**src/rtl/fp_adder_arbiter.sv**
```systemverilog
`timescale 1ns/1ps
// fp_adder_arbiter: shares one multi-cycle floating-point adder between two
// requesters. Round-robin grant, operands held for ADD_LATENCY cycles, result
// returned with the requester id over a backpressured response handshake.
module fp_adder_arbiter #(
    parameter int ADD_LATENCY = 40,
    parameter int CNT_W       = 6
) (
    input  logic        clk,
    input  logic        rst_n,
    input  logic        req0_valid,
    output logic        req0_ready,
    input  logic [31:0] req0_a,
    input  logic [31:0] req0_b,
    input  logic        req0_op,
    input  logic        req1_valid,
    output logic        req1_ready,
    input  logic [31:0] req1_a,
    input  logic [31:0] req1_b,
    input  logic        req1_op,
    output logic [31:0] adder_a,
    output logic [31:0] adder_b,
    output logic        adder_op,
    input  logic [31:0] adder_res,
    input  logic        adder_error,
    output logic        rsp_valid,
    input  logic        rsp_ready,
    output logic        rsp_id,
    output logic [31:0] rsp_res,
    output logic        rsp_error,
    output logic        busy
);

    typedef enum logic [1:0] {
        IDLE = 2'd0,
        WAIT = 2'd1,
        RESP = 2'd2
    } state_t;

    // Final counter value of the settle window: cnt runs 0..ADD_LATENCY-1.
    localparam logic [CNT_W-1:0] LAST_CNT = CNT_W'(ADD_LATENCY - 1);

    state_t           state;
    logic [CNT_W-1:0] cnt;
    logic             last_grant;
    logic             cur_id;
    logic             gnt_vld;
    logic             gnt_id;

    // Round-robin pick: on a tie the requester that did not win last time wins.
    always_comb begin
        gnt_vld = req0_valid | req1_valid;
        if (req0_valid && req1_valid) begin
            gnt_id = ~last_grant;
        end else begin
            gnt_id = req1_valid;
        end
    end

    // Ready is offered only in IDLE and only to the requester being granted.
    assign req0_ready = (state == IDLE) && gnt_vld && !gnt_id;
    assign req1_ready = (state == IDLE) && gnt_vld &&  gnt_id;

    // Control FSM with registered adder operands and response outputs.
    always_ff @(posedge clk) begin
        if (!rst_n) begin
            state      <= IDLE;
            cnt        <= '0;
            last_grant <= 1'b1;
            cur_id     <= 1'b0;
            adder_a    <= '0;
            adder_b    <= '0;
            adder_op   <= 1'b0;
            rsp_valid  <= 1'b0;
            rsp_id     <= 1'b0;
            rsp_res    <= '0;
            rsp_error  <= 1'b0;
            busy       <= 1'b0;
        end else begin
            case (state)
                IDLE: begin
                    if (gnt_vld) begin
                        adder_a    <= gnt_id ? req1_a  : req0_a;
                        adder_b    <= gnt_id ? req1_b  : req0_b;
                        adder_op   <= gnt_id ? req1_op : req0_op;
                        cur_id     <= gnt_id;
                        last_grant <= gnt_id;
                        cnt        <= '0;
                        busy       <= 1'b1;
                        state      <= WAIT;
                    end
                end
                WAIT: begin
                    // Adder output is trusted only once the operands have been
                    // held for the full settle window.
                    if (cnt == LAST_CNT) begin
                        rsp_res   <= adder_res;
                        rsp_error <= adder_error;
                        rsp_id    <= cur_id;
                        rsp_valid <= 1'b1;
                        state     <= RESP;
                    end else begin
                        cnt <= cnt + CNT_W'(1);
                    end
                end
                RESP: begin
                    if (rsp_ready) begin
                        rsp_valid <= 1'b0;
                        busy      <= 1'b0;
                        state     <= IDLE;
                    end
                end
                default: begin
                    state <= IDLE;
                end
            endcase
        end
    end

endmodule

```
**config.mk**
```make
export PLATFORM = sky130hd
export DESIGN_NAME = fp_adder_arbiter
export DESIGN_NICKNAME = d
export VERILOG_FILES = /design/src/rtl/fp_adder_arbiter.sv
export SDC_FILE = /design/constraint.sdc
export NUM_CORES = 1
export LEC_CHECK = 0
export ABC_AREA = 1
export BUFFER_PORTS_ARGS = -buffer_cell sky130_fd_sc_hd__buf_2
export CAP_MARGIN = 0
export CORE_ASPECT_RATIO = 0.75
export CORE_UTILIZATION = 45
export DETAILED_ROUTE_END_ITERATION = 10
export PLACE_DENSITY = 0.78
export SLEW_MARGIN = 20
export SYNTH_ARGS = -nofsm -noshare
export SYNTH_HDL_FRONTEND = slang
export SYNTH_SLANG_ARGS = --single-unit
```
**constraint.sdc**
```tcl
create_clock -name clk -period 2.15 [get_ports clk]
set_input_delay 0.215 -clock clk [delete_from_list [all_inputs] [get_ports clk]]
set_output_delay 0.215 -clock clk [all_outputs]
set_load 0.005 [all_outputs]
```
# Word-level counts from Yosys, hierarchy flattened
# Index checks and enable logic that the tools add are counted.
# word_totals
register_bits,111
input_bits,168
output_inout_bits,103
wordCells,53
# op_classes
addsub,1
n_eq_ne,7
mux,16
bitwise_logic,2
reduce_logical,15
# ops
operator,n
2-to-1 mux 32 bit,2
2-to-1 mux 6 bit,2
case mux 6 bit (2 select lines),1
AND reduction 3 bit,4
"inequality test 2 bit, second input constant",4
"adder 6 x 1 -> 6 bit, second input constant",1
"equality test 6 bit, second input constant",1
2-to-1 mux 2 bit,3
case mux 2 bit (3 select lines),1
nonzero test 2 bit,3
2-to-1 mux 1 bit,5
logical AND 1 bit,4
case mux 1 bit (2 select lines),2
AND reduction 2 bit,2
"equality test 2 x 1 -> 1 bit, second input constant",1
"equality test 2 bit, second input constant",1
zero test 2 bit,1
zero test 1 bit,1
NOT 1 bit,1
OR 1 bit,1

# Depth between registers and ports, before layout
# Gate-level depths: netlist (run 1).
# logic_depth
depth_word,4
depth_mapped,9
mapped_depth_nobuf,9

# Worst setup path after synthesis (run 1)
# Ideal clock, no wire load.
# synth_path
path_kind,register to register
from,register cnt[0]
to,register rsp_id
setup_ns,0.116
t_arrival_ns,1.191
required_time_ns,2.034
path_slack_ns,0.842
stages_incl_launch_ff,8
path_buffers,1
period_less_slack_ns,1.308
path_cell_list,dfxtp_1 ha_1 nand2_2 nor2_4 nand3_4 buf_6 o21ai_1 a21oi_1
# synth_between
elab_chain_cells,2
# synth_lines
element,line_no,source
start: declaration,44,logic [CNT_W-1:0] cnt;
start signal: assignment,103,cnt <= cnt + CNT_W'(1);
equality test 6 bit,96,if (cnt == LAST_CNT) begin
AND reduction 2 bit (no source line),n/a,
end signal: assignment,99,rsp_id <= cur_id;
end: declaration,28,"output logic rsp_id,"
# No other way between the ends.
# A chain may end at the register's enable or synchronous reset.

# Final worst setup path (run 1)
# layout_path
from,register cnt[0]
to,register rsp_res[28]
# layout_between
elab_chain_cells,2
# layout_lines
element,line_no,source
equality test 6 bit,96,
AND reduction 2 bit (no source line),n/a,
end signal: assignment,97,rsp_res <= adder_res;
end: declaration,29,"output logic [31:0] rsp_res,"
# No other way between the ends.

==> results of run 1 <==
[registers in the layout (all words and copies together), names as in the netlist]
name,cells
busy,1
state,2
rsp_id,1
adder_op,1
adder_a,32
rsp_error,1
last_grant,1
rsp_valid,1
cnt,6
cur_id,1
rsp_res,32
adder_b,32
[cell usage in the layout, fill, tap and decap left out, drive strengths merged]
cell type / n
nand2: 347
buf: 279
dfxtp: 111
a21oi: 105
inv: 50
o21ai: 35
nor2: 15
nand3: 13
clkbuf: 9
o21bai: 2
nand3b: 2
clkinv: 2
nand4: 1
or2: 1
a22oi: 1
ha: 1
bufinv: 1
[logic make-up (layout without fill, tap and decap cells)]
| group | after synthesis | after routing |
|---|---|---|
| and+or+nand+nor | 379 | 379 |
| buffers and inverters | 93 | 341 |
| AOI/OAI and AO/OA | 143 | 143 |
| DFF | 111 | 111 |
| adders and majority gates | 1 | 1 |
[worst max-delay path, delay by kind of cell, from the launching register on]
kind            cells  cell delay [ps]
compound gates      2              230
flops               1              400
simple gates        3              480
fa+ha+maj           1              230
buf+inv             1              360
[metrics by stage]
stage / total power, mW / setup slack [ps] / hold WS [ps]
after floorplan: 2.76 / 842 / 387
after global placement: 3.08 / 429 / 429
after detailed placement: 3.09 / 336 / 434
after CTS: 4.81 / 343 / 120
after global routing: 5.01 / 160 / 132
final: 4.75 / 330 / 131
[path summary, 6_finish.rpt]
| path | start | endpoint | slack, ps | cells past startpoint |
|---|---|---|---|---|
| worst max-delay path | cnt[0] | rsp_res[28] | 330 | 7 |
| worst min-delay path | adder_res[30] | rsp_res[30] | 130 | 3 |
| worst max register to register | cnt[0] | rsp_res[28] | 330 | 7 |
| worst min register to register | rsp_res[4] | rsp_res[4] | 440 | 2 |
[final cells by class]
cell class	instances	area, um^2	share of cell area
Multi-Input combinational cell	523	2240	0.340
Sequential cell	111	2220	0.338
Timing Repair Buffer	279	1470	0.223
Clock buffer	9	225	0.0342
Inverter	46	173	0.0262
Tap cell	136	170	0.0258
Clock inverter	7	86.3	0.0131
[power breakdown]
group	total [mW]	internal, mW	switching [mW]	leakage [nW]
logic	0.813	0.358	0.456	2.38
registers	2.23	2.17	0.0578	0.907
clock network	1.71	0.929	0.781	0.154
[metal layers]
metal / global-route usage / wire length [um] / up-vias
li1: - / - / 2762
met4: 0.0924 / 356 / 0
met1: 0.282 / 5860 / 2254
met3: 0.0701 / 852 / 30
met5: 0 / 0 / -
met2: 0.386 / 6310 / 163
==> reports/metrics.yaml, run 1 <==
ir_drop_mv: 0.393
cp_max_fo: 43
antenna_found_initial: 1
synth-simple-area-share: 0.300
fin_cells: 1111
grt_max_degree: 77
fillers: 1043
drive_above_1_share: 0.317
dp.cells: 1095
max-cap-violations: 0
synthAdderAreaFrac: 0.00252
placed_area_mm2: 0.00627
setup_viol: 0
die_h_um: 93.0
clkLatencyLatePin_ps: 340
ys.flop_type: "dfxtp_1"
routabilityCongestion: 0.832
ant_nets: 0
synth_compound_area_frac: 0.146
cts_root_buf: "clkbuf_16"
drv_slew: 0
worstPathRequired_ps: 2370
start_kind: "flip-flop"
core_mm2: 0.0105
syn_nets: 896
min_period_ps: 1820
cts_hold_buf: 0
yosysSeqAreaShare: 0.447
design_area_mm2: 0.00658
rows: 32
fmax_ghz: 0.550
drt_iter0_drc: 271
synth_xor_area_frac: 0
p_leak_nw: 3.44
wire_per_inst_um: 12.0
cts_buffers: 9
dp_hpwl_um: 9690
crit_type: "reg -> reg"
ys_async_sr_fraction: 0
synth_commonest_cells: "nand2_1, dfxtp_1, a21oi_1"
postSynthCellCount: 727
crit_arrival_ps: 2040
cpMaxStageDelayCell: "dfxtp_1"
final_util: 0.628
syn_area_mm2: 0.00497
hold_viol: 0
yosysUniqueCellTypes: 23
fin_tns_setup_ps: 0
cts_sinks: 111
routed-via-count: 5209
wirelength_um: 13400
cts_tree: "built"
grt_pass1_vias: 4708
synth-edff-count: 0
synth.top_cell.area_share: 0.447
fp.dieArea_mm2: 0.0115
drc: 0
hold_class: "in -> reg"
synth_seq_cells: 111
powerDensity_mw_per_mm2: 721
post_cts_resize_count: 0
syn_area_per_cell_um2: 6.83
postCtsSetupRepairBufs: 0
yosys-top-cells-area: "dfxtp_1, nand2_1, a21oi_1, o21ai_1, buf_6"
setup.worst_path.end_class: "flip-flop"
area_delta_synth_final_pct: 32.6
run_status: "complete, no violations"
ys_warn_count: 0
rsz0062_at_grt: "no"
antennaDiodeCount: 0
synth_top_family_by_area: "simple AND/OR/NAND/NOR gates"
vias_per_cell: 4.69
tightest_slew_ps: 625
fin_nets: 1139
timing.final.crit_share: 0.846
grt_overflow_total: 0
die_x_um: 123
initial_core_util: 0.473
pin_count: 271
clk_path_buf_depth: 2
first_pass_iters: 4
ctsHtreeMaxLevel: 3
io_buffers: 270
track_usage: 0.233
grt_pass1_wl_um: 21200
synth_mux_area_frac: 0
path_cells: "ha_1 > nand2_2 > nor2_4 > nand3_4 > buf_4 > o21ai_1 > a21oi_1"
relSlewSlack: 0.583
yosysMostFrequentCell: "nand2_1"
path_clk_slew_ps: 70
yosys.area.top_type: "dfxtp_1"
max_stage_delay_ps: 400
finalClockSkew_ps: 7.90
Power figures use the tool's default switching activity.
==> inputs of run 2 (changes only) <==
==> constraint.sdc (replaced) <==
create_clock -name clk -period 1.7 [get_ports clk]
set_input_delay 0.17 -clock clk [delete_from_list [all_inputs] [get_ports clk]]
set_output_delay 0.17 -clock clk [all_outputs]
set_load 0.005 [all_outputs]
==> reports/metrics.yaml, run 2 (synthesis results as in run 1) <==
run_status: "complete, no violations"
min_to: "rsp_res[8]"
fmax_ghz: 0.635
final_cell_mix: "nand2_1, buf_2, dfxtp_1"
placed_area_mm2: 0.00631
crit_arrival_ps: 1400
routed-via-count: 5214
core_mm2: 0.0105
power_mw: 5.97
ant_nets: 0
top_regs: "adder_a x32, adder_b x32, rsp_res x32"
holdWs_ps: 89.2
grt_pass1_wl_um: 21100
timing.final.crit_share: 0.926
setup.worst_path.end_class: "primary output"
fin_ws_ps: 125
ir_drop_mv: 0.657
r2r-start: "cnt[0]"
drc: 0
worstPathRequired_ps: 1530
pwr-share-comb: 0.175
die_h_um: 93.0
clockPowerShare: 0.354
cts_hold_buf: 0
rsz0062_at_grt: "no"
rows: 32
grt_overflow_total: 0
fin_nets: 1141
max-cap-violations: 0
setup_viol: 0
min_period_ps: 1570
initial_core_util: 0.473
r2r_setup_slack_ps: 200
timing.rr.end: "rsp_res[31]"
routabilityCongestion: 0.841
switching_power_mw: 1.60
clk_path_buf_depth: 2
pin_count: 271
start_kind: "flip-flop"
post_cts_resize_count: 0
p_leak_nw: 3.46
wire_per_inst_um: 11.9
cts_sinks: 111
die_x_um: 123
tightest_slew_ps: 348
reg2reg_depth: 7
fp.dieArea_mm2: 0.0115
fin_cells: 1113
design_area_mm2: 0.00662
antenna_found_initial: 0
hold_class: "in -> reg"
final_util: 0.631
grt_pass1_vias: 4609
drive_above_1_share: 0.318
crit_type: "reg -> out"
cts_buffers: 9
path_clk_slew_ps: 80
wirelength_um: 13300
postCtsSetupRepairBufs: 0
swShare: 0.269
pre_cts_slack_ps: 229
fin_tns_setup_ps: 0
powerDensity_mw_per_mm2: 902
cts_tree: "built"
track_usage: 0.233
cp_max_fo: 32
dp.cells: 1097
clkLatencyLatePin_ps: 340
final_common_cell: "nand2_1"
cpMaxStageDelayCell: "dfxtp_1"
area_delta_synth_final_pct: 33.3
drt_iter0_drc: 177
relSlewSlack: 0.768
seqPwrFrac: 0.472
io_buffers: 270
first_pass_iters: 4
drv_slew: 0
finalClockSkew_ps: 8.22
ctsHtreeMaxLevel: 3
hold_viol: 0
min_delay_path_depth: 3
cts_root_buf: "clkbuf_16"
p_int_mw: 4.37
antennaDiodeCount: 0
vias_per_cell: 4.68
path_cells: "nor2_2 > o21ai_4 > buf_6 > nor2_1 > buf_2"
max_stage_delay_ps: 360
grt_max_degree: 73
dp_hpwl_um: 9730
min_from: "adder_res[8]"
## run 2: power by group through the flow
| stage | Combinational, mW | Clock, mW | Sequential, mW |
|---|---|---|---|
| after floorplan | 0.599 | 0 | 2.89 |
| after global placement | 1.04 | 0 | 2.87 |
| after detailed placement | 1.05 | 0 | 2.87 |
| after CTS | 1.05 | 2.18 | 2.82 |
| after global routing | 1.19 | 2.29 | 2.83 |
| final | 1.04 | 2.11 | 2.82 |
## run 2: final cells by class
cell class                      count  area [um^2]
Clock inverter                      7         77.6
Multi-Input combinational cell    523         2240
Sequential cell                   111         2220
Clock buffer                        9          225
Timing Repair Buffer              281         1510
Inverter                           46          175
Fill cell                        1033         3870
Tap cell                          136          170
## run 2: worst max-delay path by stage
stage	start	endpoint
final	state[1]	req0_ready
after global routing	last_grant	req0_ready
after CTS	last_grant	req0_ready
after detailed placement	cnt[0]	rsp_res[6]
after global placement	cnt[0]	rsp_res[2]
after floorplan	cnt[0]	rsp_id
## run 2: layer usage
metal | wire length [um] | up-vias | part of all wire | track usage
li1 | - | 2767 | - | -
met3 | 861 | 22 | 0.065 | 0.0659
met1 | 5880 | 2261 | 0.44 | 0.287
met2 | 6260 | 164 | 0.47 | 0.387
met4 | 282 | 0 | 0.021 | 0.0813
met5 | 0 | - | 0 | 0
## run 2: critical path, delay by kind of cell (launching register included)
family                 cells  cell delay [ps]
buffers and inverters      2              310
AO/OA/AOI/OAI              1              100
flip-flops                 1              360
AND/OR/NAND/NOR            2              290
==> inputs of run 3 (changes only) <==
--- a/config.mk
+++ b/config.mk
@@ -11,6 +11,7 @@
 export CORE_ASPECT_RATIO = 0.75
 export CORE_UTILIZATION = 45
 export DETAILED_ROUTE_END_ITERATION = 10
+export GPL_TIMING_DRIVEN = 0
 export PLACE_DENSITY = 0.78
 export SLEW_MARGIN = 20
 export SYNTH_ARGS = -nofsm -noshare
==> constraint.sdc (replaced) <==
create_clock -name clk -period 1.8 [get_ports clk]
set_input_delay 0.18 -clock clk [delete_from_list [all_inputs] [get_ports clk]]
set_output_delay 0.18 -clock clk [all_outputs]
set_load 0.005 [all_outputs]
==> reports/metrics.yaml, run 3 (synthesis results as in run 1) <==
grt_pass1_wl_um: 23300
cts_root_buf: "clkbuf_16"
crit_arrival_ps: 1480
crit_path_frequent_cell: "buf_2"
clkLatencyLatePin_ps: 350
max_stage_delay_ps: 450
rsz0062_at_grt: "no"
setup.worst_path.end_class: "primary output"
min_period_ps: 1660
finalClockSkew_ps: 10.5
postCtsSetupRepairBufs: 0
top_regs: "adder_a x32, adder_b x32, rsp_res x32"
fp.dieArea_mm2: 0.0115
grt_util_met2: 0.438
final_cell_mix: "nand2_1, buf_2, dfxtp_1"
p_leak_nw: 3.57
post_cts_resize_count: 0
die_h_um: 93.0
cp_max_fo: 10
ant_nets: 0
cpMaxStageDelayCell: "dfxtp_1"
wire_per_inst_um: 13.0
io_buffers: 270
initial_core_util: 0.473
powerDensity_mw_per_mm2: 852
ir_drop_mv: 0.550
fin_tns_setup_ps: 0
track_usage: 0.259
drv_slew: 0
fin_nets: 1176
dp_hpwl_um: 11500
run_status: "complete, no violations"
antenna_found_initial: 0
busiest_layer: "met2"
area_delta_synth_final_pct: 36.8
core_mm2: 0.0105
hold_class: "in -> reg"
drc: 0
tightest_slew_ps: 504
max-cap-violations: 0
grt_pass1_vias: 5007
met1_usage: 0.327
grt_overflow_total: 0
cts_buffers: 9
clk_path_buf_depth: 2
drive_above_1_share: 0.330
setup_viol: 0
wirelength_um: 14900
timing.final.crit_share: 0.921
worstPathRequired_ps: 1620
routabilityCongestion: 0.893
rows: 32
use_met3: 0.0579
pin_count: 271
cts_hold_buf: 0
fmax_ghz: 0.603
drt_iter0_drc: 204
relSlewSlack: 0.664
ctsHtreeMaxLevel: 3
first_pass_iters: 4
critPathBufInv: 2
grt_max_degree: 21
antennaDiodeCount: 0
routed-via-count: 5423
start_kind: "flip-flop"
path_cells: "nor2_2 > o21ai_2 > buf_2 > nor2_1 > buf_2"
die_x_um: 123
final_common_cell: "nand2_1"
power_mw: 5.79
cts_sinks: 111
crit_type: "reg -> out"
vias_per_cell: 4.72
cts_tree: "built"
path_clk_slew_ps: 80
r2r_setup_slack_ps: 280
cpLargestDelayFamily: "flip-flops"
hold_viol: 0
-- run 3: changes by cell type in the layout (fill, tap and decap cells not counted), sizes merged --
cell,before,now
buf,281,305
clkbuf,9,20
clkinv,3,1
clkinvlp,0,1
inv,49,50
-- run 3: area by class of cell --
class / instances / area, um^2
timing repair buffer: 270 / 1350
fill: 1018 / 3690
tap: 136 / 170
inverter: 46 / 173
sequential: 111 / 2220
buffer: 46 / 339
multi-input combinational: 523 / 2230
clock inverter: 7 / 86.3
clock buffer: 9 / 225
-- run 3: path summary, 6_finish.rpt --
| path | start | to | depth (start not counted) |
|---|---|---|---|
| setup / recovery | state[1] | req0_ready | 5 |
| hold / removal | adder_res[23] | rsp_res[23] | 3 |
| setup reg to reg | last_grant | adder_a[8] | 9 |
| hold reg to reg | rsp_res[25] | rsp_res[25] | 2 |
-- run 3: through the flow --
step | setup WS (ps) | hold WS (ps) | util | instances | instance area, um^2
after floorplan | 492 | 352 | - | 727 | 4970
after global placement | 347 | 430 | 0.618 | 1133 | 6490
after detailed placement | 317 | 433 | 0.618 | 1133 | 6490
after CTS | 134 | 82.6 | 0.648 | 1148 | 6800
after global routing | 49.3 | 88.1 | 0.648 | 1148 | 6800
final | 142 | 89.8 | 0.648 | 1148 | 6800
-- run 3: worst register-to-register path, delay by kind of cell (launching register included) --
kind                   cells  cell delay [ps]
AND/OR/NAND/NOR            5              360
buffers and inverters      3              680
AO/OA/AOI/OAI              1              100
flip-flops                 1              320
-- run 3: layer usage --
layer,up-vias,share of wire
met3,28,0.056
met5,-,0
met4,0,0.021
met1,2400,0.45
li1,2834,-
met2,161,0.47
-- run 3: power by group --
| group | leakage (nW) | switching, mW | internal, mW |
|---|---|---|---|
| combinational | 2.51 | 0.577 | 0.465 |
| clock | 0.150 | 0.971 | 1.11 |
| sequential | 0.907 | 0.0707 | 2.59 |
